## src/rtl/timing_sequencer_if.sv

```systemverilog
`default_nettype none
// ============================================================================
// Module   : timing_sequencer_if
// Brief    : Control/status bundle between the control unit and the sequencer
// Revision : 1.0
// ============================================================================
interface timing_sequencer_if #(
    parameter int N_STEPS = 12,
    parameter int IDX_W   = 4,
    parameter int CNT_W   = 16
);
    logic               T_Reset;
    logic               Stall;
    logic               Load;
    logic [IDX_W-1:0]   LoadStep;
    logic [N_STEPS-1:0] T;
    logic [IDX_W-1:0]   Step;
    logic               Wrapped;
    logic               Saturated;
    logic               LoadErr;
    logic [CNT_W-1:0]   InstrCount;

    modport master (
        output T_Reset, Stall, Load, LoadStep,
        input  T, Step, Wrapped, Saturated, LoadErr, InstrCount
    );

    modport slave (
        input  T_Reset, Stall, Load, LoadStep,
        output T, Step, Wrapped, Saturated, LoadErr, InstrCount
    );
endinterface
`default_nettype wire

```

## src/rtl/timing_sequencer.sv

```systemverilog
`default_nettype none
// ============================================================================
// Module   : timing_sequencer
// Brief    : One-hot CPU timing-step generator with stall, load, wrap/saturate
// Revision : 1.0
// ============================================================================
module timing_sequencer #(
    parameter int N_STEPS   = 12,
    parameter int IDX_W     = 4,
    parameter int WRAP_MODE = 1,
    parameter int CNT_W     = 16
) (
    input  wire                  Clock,
    input  wire                  Reset,
    timing_sequencer_if.slave    bus
);
    localparam logic [IDX_W-1:0]   c_last_step = IDX_W'(N_STEPS - 1);
    localparam logic [IDX_W:0]     c_n_steps   = (IDX_W + 1)'(N_STEPS);
    localparam logic [N_STEPS-1:0] c_t_one     = N_STEPS'(1);

    logic [IDX_W-1:0] r_step;
    logic             r_saturated;
    logic             r_wrapped;
    logic             r_load_err;
    logic [CNT_W-1:0] r_count;

    logic [IDX_W-1:0] w_step_nxt;
    logic             w_saturated_nxt;
    logic             w_wrapped_nxt;
    logic             w_load_err_nxt;
    logic [CNT_W-1:0] w_count_nxt;
    logic             w_load_ok;

    assign w_load_ok = ({1'b0, bus.LoadStep} < c_n_steps);

    always_ff @(posedge Clock) begin
        if (Reset) begin
            r_step      <= '0;
            r_saturated <= 1'b0;
            r_wrapped   <= 1'b0;
            r_load_err  <= 1'b0;
            r_count     <= '0;
        end else begin
            r_step      <= w_step_nxt;
            r_saturated <= w_saturated_nxt;
            r_wrapped   <= w_wrapped_nxt;
            r_load_err  <= w_load_err_nxt;
            r_count     <= w_count_nxt;
        end
    end

    // Priority: T_Reset > Load > Stall > advance (Reset handled in the register).
    always_comb begin
        w_step_nxt      = r_step;
        w_saturated_nxt = r_saturated;
        w_wrapped_nxt   = 1'b0;
        w_load_err_nxt  = 1'b0;
        w_count_nxt     = r_count;

        if (bus.T_Reset) begin
            w_step_nxt      = '0;
            w_saturated_nxt = 1'b0;
            w_count_nxt     = r_count + CNT_W'(1);
        end else if (bus.Load) begin
            if (w_load_ok) begin
                w_step_nxt      = bus.LoadStep;
                w_saturated_nxt = 1'b0;
            end else begin
                w_load_err_nxt  = 1'b1;
            end
        end else if (!bus.Stall) begin
            if (r_step > c_last_step) begin
                // Unreachable code point: fall back to T0 without side effects.
                w_step_nxt = '0;
            end else if (r_step == c_last_step) begin
                if (WRAP_MODE != 0) begin
                    w_step_nxt    = '0;
                    w_wrapped_nxt = 1'b1;
                    w_count_nxt   = r_count + CNT_W'(1);
                end else begin
                    w_saturated_nxt = 1'b1;
                end
            end else begin
                w_step_nxt = r_step + IDX_W'(1);
            end
        end
    end

    assign bus.T          = c_t_one << r_step;
    assign bus.Step       = r_step;
    assign bus.Wrapped    = r_wrapped;
    assign bus.Saturated  = r_saturated;
    assign bus.LoadErr    = r_load_err;
    assign bus.InstrCount = r_count;
endmodule
`default_nettype wire

```

## src/flat_wrapper.sv

```systemverilog
// flat-port wrapper written by rule: the top's interface ports become plain ports
module timing_sequencer_flat 
#(
    parameter int N_STEPS   = 12,
    parameter int IDX_W     = 4,
    parameter int WRAP_MODE = 1,
    parameter int CNT_W     = 16
)
  (Clock, Reset, bus_T_Reset, bus_Stall, bus_Load, bus_LoadStep, bus_T, bus_Step, bus_Wrapped, bus_Saturated, bus_LoadErr, bus_InstrCount);
  timing_sequencer_if #(.N_STEPS(N_STEPS), .IDX_W(IDX_W), .CNT_W(CNT_W)) bus_i ();
  input  wire Clock;
  input  wire Reset;
  input wire logic [$bits(bus_i.T_Reset)-1:0] bus_T_Reset;
  input wire logic [$bits(bus_i.Stall)-1:0] bus_Stall;
  input wire logic [$bits(bus_i.Load)-1:0] bus_Load;
  input wire logic [$bits(bus_i.LoadStep)-1:0] bus_LoadStep;
  output wire logic [$bits(bus_i.T)-1:0] bus_T;
  output wire logic [$bits(bus_i.Step)-1:0] bus_Step;
  output wire logic [$bits(bus_i.Wrapped)-1:0] bus_Wrapped;
  output wire logic [$bits(bus_i.Saturated)-1:0] bus_Saturated;
  output wire logic [$bits(bus_i.LoadErr)-1:0] bus_LoadErr;
  output wire logic [$bits(bus_i.InstrCount)-1:0] bus_InstrCount;
  assign bus_i.T_Reset = bus_T_Reset;
  assign bus_i.Stall = bus_Stall;
  assign bus_i.Load = bus_Load;
  assign bus_i.LoadStep = bus_LoadStep;
  assign bus_T = bus_i.T;
  assign bus_Step = bus_i.Step;
  assign bus_Wrapped = bus_i.Wrapped;
  assign bus_Saturated = bus_i.Saturated;
  assign bus_LoadErr = bus_i.LoadErr;
  assign bus_InstrCount = bus_i.InstrCount;
  timing_sequencer #(.N_STEPS(N_STEPS), .IDX_W(IDX_W), .WRAP_MODE(WRAP_MODE), .CNT_W(CNT_W)) u_core (.Clock(Clock), .Reset(Reset), .bus(bus_i));
endmodule
```

## config.mk

```make
export PLATFORM = sky130hd
export DESIGN_NAME = timing_sequencer_flat
export DESIGN_NICKNAME = d
export VERILOG_FILES = /design/src/rtl/timing_sequencer_if.sv /design/src/rtl/timing_sequencer.sv /design/src/flat_wrapper.sv
export SDC_FILE = /design/constraint.sdc
export NUM_CORES = 1
export LEC_CHECK = 0
export BUFFER_PORTS_ARGS = -buffer_cell sky130_fd_sc_hd__buf_2
export CORE_MARGIN = 2
export CORE_UTILIZATION = 44
export DETAILED_ROUTE_END_ITERATION = 12
export GPL_ROUTABILITY_DRIVEN = 1
export PLACE_DENSITY = 0.74
export SLEW_MARGIN = 20
export SYNTH_ARGS = -nofsm -noshare
export SYNTH_HDL_FRONTEND = slang
export SYNTH_SLANG_ARGS = --single-unit
```

## constraint.sdc

```tcl
create_clock -name Clock -period 1.8 [get_ports Clock]
set_clock_uncertainty 0.05 [all_clocks]
set_input_delay 0.18 -clock Clock [delete_from_list [all_inputs] [get_ports Clock]]
set_output_delay 0.18 -clock Clock [all_outputs]
set_load 0.03 [all_outputs]
```

==> results of run 1 <==
metal layers:
layer  vias up  global-route usage [%]
li1        668                       -
met1       613                    24.3
met2        34                    32.8
met3         2                    4.24
met4         0                    1.99
met5         -                       0
power by group:
group | switching [W] | leakage (nW) | internal [W]
Combinational | 0.000112 | 0.568 | 0.0000679
Clock | 0.000147 | 0.0150 | 0.0000865
Sequential | 0.00000996 | 0.182 | 0.000495
Total | 0.000268 | 0.765 | 0.000650
cell type report:
cell class,instances,area share [%]
Timing Repair Buffer,59,20.1
Tap cell,31,2.26
Inverter,4,0.874
Sequential cell,22,26.5
Multi-Input combinational cell,116,48.7
Clock buffer,4,1.53
what timing repair did:
| item | CTS | global route |
|---|---|---|
| endpoints found under the setup margin | 3 | 11 |
| pin swaps | 0 | 4 |
| cloned | 0 | 0 |
| hold buffers | 0 | 0 |
| resized for setup | 0 | 13 |
| buffers inserted | 0 | 2 |
logic make-up after synthesis:
kind of cell / Yosys count
other cells: 1
buf+inv: 13
compound gates: 37
xor+xnor: 2
mux: 2
fa+ha+maj: 6
flops: 22
simple gates: 68
state kept, by name (all words and copies together), names as in the netlist:
name / cells
u_core.bus.InstrCount: 16
u_core.bus.LoadErr: 1
u_core.bus.Step: 4
u_core.bus.Wrapped: 1
worst paths after layout:
kind,from,endpoint,slack [ns]
setup reg to reg,u_core.bus.InstrCount[3]$_SDFFE_PP0P_,u_core.bus.InstrCount[15]$_SDFFE_PP0P_,0.06
hold reg to reg,u_core.bus.InstrCount[5]$_SDFFE_PP0P_,u_core.bus.InstrCount[5]$_SDFFE_PP0P_,0.46
hold / removal,bus_LoadStep[1],u_core.bus.Step[1]$_SDFFE_PP0P_,0.08
setup / recovery,u_core.bus.InstrCount[3]$_SDFFE_PP0P_,u_core.bus.InstrCount[15]$_SDFFE_PP0P_,0.06
layout by cell type (no fill, tap or decap), drive strengths merged, types with 4 or more instances in the layout:
master and count:
or4 4, o21ai 6, inv 4, nor2 11, and2 12, clkbuf 4
a21oi 15, dfxtp 22, nand2 6, nand3 6, o31ai 4, nand4 5
ha 6, nor2b 5, buf 59, or3 5
critical path, delay by kind of cell (launching register included):
family           cells  cell delay [ns]
AND/OR/NAND/NOR      3             0.83
flip-flops           1             0.41
multiplexers         1             0.35
per-stage QoR:
stage	util (%)	hold slack, ns	instance area [sq um]
after detailed placement	57.8	0.412	1610
final	61.8	0.0846	1720
after global placement	57.8	0.413	1610
after floorplan	-	0.278	1310
after global routing	61.8	0.0901	1720
after CTS	58.7	0.0735	1630
==> metrics.md, run 1 <==
| Metric | Value |
|---|---|
| Total track usage | between 10% and 20% |
| Slowest stage delay, CP | around 0.41 ns |
| # setup viols final | 0 |
| Starting Density | 46.4% |
| Worst reg2reg path depth | 4 |
| Max Cap Violations | 0 |
| Reg area | between 400 and 500 sq um |
| Required @ worst endpoint | 1.95 ns |
| Cell area power density | 534 mW/mm^2 |
| Post-synthesis xor/xnor area fraction | 1.36% |
| Critical path class | reg2reg |
| Die area | between 0.003 and 0.004 sq mm |
| Fmax | 575 MHz |
| Final nets | 221 |
| Top FF cell, synth | dfxtp_1 |
| Top routing layer in use | met4 |
| Share of cells above drive strength 1 | slightly below 40% |
| Clk root buf | clkbuf_4 |
| Total chip power | 0.000918 W |
| IO buf count | 42 |
| Final WL | 3.22 mm |
| TritonCTS buffer count | 3 |
| Async SR Flop Fraction | 0% |
| Worst-path maximum fanout | 11 |
| Mean post-synth cell area | 8.55 sq um |
| Worst setup margin | 0.0618 ns |
| Synth cell count leaders | dfxtp_1 (22), a21oi_1 (15), and2_1 (12) |
| Pleak | 0.765 nW |
| Worst-path clk slew | 0.12 ns |
| Mapped Nets | 166 |
| Min cycle time layout | 1.74 ns |
| Synth area leader | dfxtp_1 |
| Sequential element share of the synthesized area | 34.1% |
| Status | finished clean |
| Final Wtd Congestion | 0.793 |
| Antenna viol nets, final | 0 |
| Warnings, synthesis | 0 |
| Worst skew pair latency | approximately 0.31 ns |
| Inserted Diodes | 0 |
| Min-Delay Path Class | in2reg |
| Fraction of the mapped netlist area in adder cells | 5.81% |
| Total length of routed met2 wires | about 1.5 mm |
| DP Worst Slack | 0.0177 ns |
| Arrival time worst endpoint | 1.89 ns |
| Cells along the critical path | and4_4 > nand4_4 > nor4_1 > mux2_1 |
| Mux contribution to synthesized area | under 10% |
| Critical Path End Type | flip-flop |
| Synthesized cell area | about 0.0013 sq mm |
| Top post-synthesis cells by area | dfxtp_1 (34%), a21oi_1 (5.8%), and2_1 (5.8%) |
| VDD IR max | 0.707 mV |
| CTS tree | yes |
| Post-Syn Instances | ~150 |
| First-pass GRT wire length | 5.10 mm |
| H-tree depth | 1 |
| Area fraction of the dominant cell type after synthesis | 34.1% |
| DR WL met3 | around 170 um |
| Layout area overhead | 33.0% |
| Final hold vios | 0 |
| Combinational family with the most area after synthesis | simple AND/OR/NAND/NOR gates |
| Synth Area in Compound Gates | 18.2% |
| Multi-input logic area | ~840 sq um |
| Routed len/inst | 13.6 um |
| CTS Buffer Depth | 2 |
| Finished Layout Cells | 236 |
| Die width | slightly below 60 um |
| Gr ovfl total | 0 |
| #FFs+latches synth | 22 |
| Vias in the first global route | 1,200 |
| Initial antenna violation count | 0 |
| Setup TNS | 0 ns |
| Rows | 19 |
| Critical-path top delay cell | dfxtp_2 |
| Wl on met1 | 1.49 mm |
| Most frequent cell after synthesis | dfxtp_1 |
| DRT iter0 DRCs | 52 |
| Unrepaired setup endpoints after global routing | yes |
| Ports | between 40 and 50 |
| Core area | between 0.002 and 0.003 sq mm |
| TritonRoute pass-1 iters | 4 |
| Final max-slew violation count | 0 |
| Filler cell count | ~250 |
| CTS sink count | 22 |
| Detail Placement HPWL | about 2.4 mm |
| EDFF count, synth | 0 |
| # DRC | 0 |
| Post-synthesis cell type count | 47 |
| Post-Synth Simple-Gate Area | between 30% and 40% |
| Vias | 1,317 |
| Largest net degree at the start of global routing | 20 |
| Worst hold path depth | 3 |
| Startpoint type of the worst setup path | flip-flop |
| Placed cells | 230 |
| Die Span Y | 58.2 um |
| Fin crit share | between 90% and 100% |
| Avg Vias per Cell | 5.58 |
Power figures use the tool's default switching activity.
==> inputs of run 2 (changes only) <==
HOLD_SLACK_MARGIN = 0.15   (was default)
==> run 2 against run 1 <==
Net effect: via count grew 1.3%; clock-buffer cell count is the same; wire length grew 1.5%; clock power is essentially flat; largest cell class unchanged; combinational power grew 3%; sequential cell count is the same; register-to-register slack is essentially flat; final cell count grew 1.7%; sequential share of layout area shrank 0.60 points; non-clock buffer count grew 4; worst setup slack gained 0.0045 ns; die area is the same.
==> metrics.md, run 2 (synthesis results as in run 1) <==
| Metric | Value |
|---|---|
| Status | finished clean |
| CTS sink count | 22 |
| Share of cells above drive strength 1 | 37.8% |
| Max reg flops | 16 |
| Hold Crit Endpoint | u_core.bus.InstrCount[1]$_SDFFE_PP0P_ |
| Starting Density | 46.4% |
| Reg power frac | 54.6% |
| Critical Path End Type | flip-flop |
| Int Pwr | roughly 0.00065 W |
| Min cycle time layout | 1.73 ns |
| Final Wtd Congestion | 0.793 |
| Cells along the critical path | and4_4 > nand4_4 > nor4_1 > mux2_1 |
| CTS tree | yes |
| RR Endpoint | u_core.bus.InstrCount[15]$_SDFFE_PP0P_ |
| Worst skew pair latency | 0.31 ns |
| Final WL | 3.27 mm |
| Sw Pwr | 0.000270 W |
| IO buf count | 42 |
| Gr ovfl total | 0 |
| # DRC | 0 |
| TritonRoute pass-1 iters | 4 |
| Slowest stage delay, CP | 0.41 ns |
| Placed cells | 230 |
| Arrival time worst endpoint | roughly 1.9 ns |
| Cell area power density | 526 mW/mm^2 |
| Wl on met1 | 1.47 mm |
| TritonCTS buffer count | 3 |
| Critical path class | reg2reg |
| Final hold vios | 0 |
| Multi-input logic area | 837 sq um |
| Filler cell count | 245 |
| Fin crit share | between 90% and 100% |
| CTS Buffer Depth | 2 |
| First-pass GRT wire length | 5.17 mm |
| Vias | 1,334 |
| Total length of routed met2 wires | 1.59 mm |
| Die width | ~58 um |
| DRT iter0 DRCs | 43 |
| Worst reg2reg path depth | 4 |
| Critical-path top delay cell | dfxtp_2 |
| Clk root buf | clkbuf_4 |
| Detail Placement HPWL | around 2.4 mm |
| Comb pwr share | about 20% |
| Core area | between 0.002 and 0.003 sq mm |
| Rows | 19 |
| Worst-path maximum fanout | 11 |
| Min-Delay Path Class | in2reg |
| Clock group share of total power | 25.3% |
| Sw Share | roughly 30% |
| # setup viols final | 0 |
| Reg2reg start | u_core.bus.InstrCount[3]$_SDFFE_PP0P_ |
| Routed len/inst | 13.6 um |
| Inserted Diodes | 0 |
| Pleak | 0.780 nW |
| Unrepaired setup endpoints after global routing | yes |
| DR WL met3 | 187 um |
| Hold Startpoint | Reset |
| Top routing layer in use | met4 |
| Largest net degree at the start of global routing | 20 |
| Layout area overhead | 36.1% |
| Reg area | 455 sq um |
| Die area | 0.00338 sq mm |
| Max Cap Violations | 0 |
| Most frequent cells in the layout | buf_2 (42), buf_4 (15), a21oi_1 (14), dfxtp_1 (14), and2_1 (12) |
| Setup TNS | 0 ns |
| Final max-slew violation count | 0 |
| Worst hold path depth | 2 |
| Ports | 44 |
| Final nets | 225 |
| Total track usage | between 10% and 20% |
| Required @ worst endpoint | roughly 2 ns |
| H-tree depth | 1 |
| Avg Vias per Cell | 5.56 |
| Die Span Y | between 50 and 60 um |
| Commonest non-fill, non-tap cell in the layout | buf_2 |
| Finished Layout Cells | 240 |
| VDD IR max | 0.709 mV |
| Initial antenna violation count | 0 |
| Fmax | around 580 MHz |
| Vias in the first global route | around 1,200 |
| Reg-to-reg slack, setup | 0.07 ns |
| Antenna viol nets, final | 0 |
| Worst-path clk slew | 0.12 ns |
| Startpoint type of the worst setup path | flip-flop |
run 2: routing by layer:
| metal | track usage (%) | vias to the layer above |
|---|---|---|
| met5 | 0 | - |
| met4 | 1.99 | 0 |
| met3 | 4.24 | 2 |
| met2 | 33.4 | 38 |
| met1 | 24.4 | 619 |
| li1 | - | 675 |
run 2: worst max-delay path by stage:
stage	from	to	slack, ns	depth (start not counted)
2_1_floorplan	u_core.bus.Step[0]$_SDFFE_PP0P_	u_core.bus.InstrCount[15]$_SDFFE_PP0P_	0.01	5
3_3_place_gp	u_core.bus.Step[0]$_SDFFE_PP0P_	u_core.bus.InstrCount[9]$_SDFFE_PP0P_	0.06	6
5_1_grt	u_core.bus.Step[0]$_SDFFE_PP0P_	u_core.bus.InstrCount[12]$_SDFFE_PP0P_	-0.002	6
4_1_cts	u_core.bus.Step[0]$_SDFFE_PP0P_	u_core.bus.InstrCount[9]$_SDFFE_PP0P_	-0.009	6
6_report	u_core.bus.InstrCount[3]$_SDFFE_PP0P_	u_core.bus.InstrCount[15]$_SDFFE_PP0P_	0.07	4
3_5_place_dp	u_core.bus.Step[0]$_SDFFE_PP0P_	u_core.bus.InstrCount[14]$_SDFFE_PP0P_	0.02	6
run 2: final cells by class:
class                      count  area share [%]
clock buffer                   4            1.49
inverter                       4           0.854
multi-input combinational    116            47.6
sequential                    22            25.9
tap                           31            2.21
timing repair buffer          63            21.9
run 2: critical path, delay by kind of cell, from the launching register on:
family        cells  cell delay [ns]
simple gates      3             0.83
mux               1             0.35
flops             1             0.41
run 2: power by group through the flow:
stage / registers (W) / clock network (W) / logic, W
after floorplan: 0.000537 / 0 / 0.0000883
after global placement: 0.000514 / 0 / 0.000165
after detailed placement: 0.000514 / 0 / 0.000170
after CTS: 0.000503 / 0.000239 / 0.000177
after global routing: 0.000507 / 0.000252 / 0.000204
final: 0.000505 / 0.000234 / 0.000186
run 2: timing repair:
item	in CTS	in global routing
setup endpoints to repair	3	11
cloned	0	0
hold buffers	4	0
hold endpoints to repair	3	0
pin swaps	0	4
buffers inserted	0	2
gates resized for setup	0	13
run 2: per-stage QoR:
stage          power [W]  hold slack (ns)  setup slack, ns  utilization (%)  area (sq um)
3_5_place_dp    0.000684            0.412           0.0177             57.8          1610
3_3_place_gp    0.000678            0.413           0.0649             57.8          1610
6_report        0.000925            0.189           0.0663             63.2          1760
5_1_grt         0.000963            0.219         -0.00199             63.2          1760
4_1_cts         0.000919            0.178         -0.00943             60.1          1670
2_1_floorplan   0.000625            0.278           0.0124                -          1310
==> inputs of run 3 (changes only) <==
MAX_ROUTING_LAYER = met4   (was default)
==> run 3 against run 2 <==
Net effect: sequential share of layout area unchanged; maximum frequency fell by 0.20%; core utilization stayed put; clock-buffer cell count stayed put; via count up 0.67%; non-clock buffer count unchanged; critical path type unchanged; sequential power barely moved; register-to-register slack barely moved.
==> metrics.md, run 3 (synthesis results as in run 1) <==
| Metric | Value |
|---|---|
| Filler cell count | 245 |
| Largest net degree at the start of global routing | 20 |
| CTS sink count | 22 |
| IO buf count | 42 |
| Ports | 44 |
| Initial antenna violation count | 0 |
| Starting Density | 46.4% |
| H-tree depth | 1 |
| First-pass GRT wire length | 5.17 mm |
| Die Span Y | between 50 and 60 um |
| CTS tree | yes |
| Inserted Diodes | 0 |
| Clk root buf | clkbuf_4 |
| Antenna viol nets, final | 0 |
| Most frequent cells in the layout | buf_2 (42), buf_4 (15), a21oi_1 (14), dfxtp_1 (14), and2_1 (12) |
| Reg-to-reg slack, setup | 0.06 ns |
| Worst-path maximum fanout | 11 |
| Unrepaired setup endpoints after global routing | yes |
| Pleak | 0.780 nW |
| Final hold vios | 0 |
| Share of cells above drive strength 1 | a little under two fifths |
| Gr ovfl total | 0 |
| Finished Layout Cells | between 200 and 250 |
| Placement Cell Area | 0.00161 sq mm |
| Critical Path End Type | flip-flop |
| Die area | 0.00338 sq mm |
| Commonest non-fill, non-tap cell in the layout | buf_2 |
| Detail Placement HPWL | 2.44 mm |
| Critical path class | reg2reg |
| VDD IR max | 0.709 mV |
| Final instance area | 0.00176 sq mm |
| Max reg flops | 16 |
| Die width | ~58 um |
| Vias | ~1,300 |
| Status | finished clean |
| TritonRoute pass-1 iters | 4 |
| Reg area | ~460 sq um |
| # DRC | 0 |
| Fmax | 576 MHz |
| Multi-input logic area | about 840 sq um |
| Total track usage | between 10% and 20% |
| Core area | 0.00278 sq mm |
| Worst skew pair latency | slightly above 0.3 ns |
| TritonCTS buffer count | 3 |
| Required @ worst endpoint | 1.96 ns |
| Arrival time worst endpoint | around 1.9 ns |
| Cell area power density | 526 mW/mm^2 |
| Final WL | 3.27 mm |
| CTS Buffer Depth | 2 |
| Fin crit share | 96.5% |
| Startpoint type of the worst setup path | flip-flop |
| Min-Delay Path Class | in2reg |
| Vias in the first global route | 1,228 |
| Min cycle time layout | 1.74 ns |
| DRT iter0 DRCs | 39 |
| Worst-path clk slew | 0.12 ns |
| Rows | 19 |
| Avg Vias per Cell | 5.60 |
| Final max-slew violation count | 0 |
| Final Wtd Congestion | about 0.8 |
| # setup viols final | 0 |
| Max Cap Violations | 0 |
| Placed cells | 230 |
| Routed len/inst | between 10 and 15 um |
| Layout area overhead | 36.1% |
| Final nets | ~230 |
-- run 3: cell counts in the layout (fill, tap and decap cells not counted) --
No cell type changed its count.
-- run 3: power breakdown --
part | internal, W | total, W | switching [W]
clock network | 0.0000865 | 0.000234 | 0.000148
registers | 0.000495 | 0.000505 | 0.00000997
logic | 0.0000732 | 0.000186 | 0.000113
total | 0.000655 | 0.000925 | 0.000270
-- run 3: through the flow --
| stage | TNS (ns) | power (W) | hold WS (ns) | utilization (%) | worst slack (ns) |
|---|---|---|---|---|---|
| 2_1_floorplan | 0 | 0.000625 | 0.278 | - | 0.0124 |
| 3_3_place_gp | 0 | 0.000678 | 0.413 | 57.8 | 0.0649 |
| 3_5_place_dp | 0 | 0.000684 | 0.412 | 57.8 | 0.0177 |
| 4_1_cts | -0.0161 | 0.000919 | 0.178 | 60.1 | -0.00943 |
| 5_1_grt | -0.00180 | 0.000963 | 0.219 | 63.2 | -0.00180 |
| 6_report | 0 | 0.000925 | 0.186 | 63.2 | 0.0628 |
-- run 3: per-layer routing --
| layer | global-route usage (%) | vias up | routed length, um |
|---|---|---|---|
| li1 | - | 678 | - |
| met1 | 24.4 | 619 | 1470 |
| met2 | 33.4 | 44 | 1590 |
| met3 | 4.24 | 2 | 192 |
| met4 | 1.99 | 0 | 13 |
| met5 | - | - | 0 |
-- run 3: what timing repair did --
action                                 CTS  global route
setup endpoints to repair                3            11
endpoints found under the hold margin    3             0
pin swaps                                0             4
resized for setup                        0            13
buffers inserted                         0             2
hold buffers                             4             0
cloned                                   0             0
-- run 3: cell type report --
type                            instances  share of cell area (%)
Inverter                                4                   0.854
Sequential cell                        22                    25.9
Clock buffer                            4                    1.49
Timing Repair Buffer                   63                    21.9
Tap cell                               31                    2.21
Multi-Input combinational cell        116                    47.6
-- run 3: path summary, 6_finish.rpt --
kind	startpoint	to	cells after the start
max reg2reg	u_core.bus.InstrCount[3]$_SDFFE_PP0P_	u_core.bus.InstrCount[15]$_SDFFE_PP0P_	4
min	Reset	u_core.bus.InstrCount[1]$_SDFFE_PP0P_	2
min reg2reg	u_core.bus.InstrCount[5]$_SDFFE_PP0P_	u_core.bus.InstrCount[5]$_SDFFE_PP0P_	2
max	u_core.bus.InstrCount[3]$_SDFFE_PP0P_	u_core.bus.InstrCount[15]$_SDFFE_PP0P_	4
-- run 3: critical path, cell delays in order, from the launching register on --
cell	delay, ns
dfxtp_2	0.41
and4_4	0.28
nand4_4	0.18
nor4_1	0.37
mux2_1	0.35
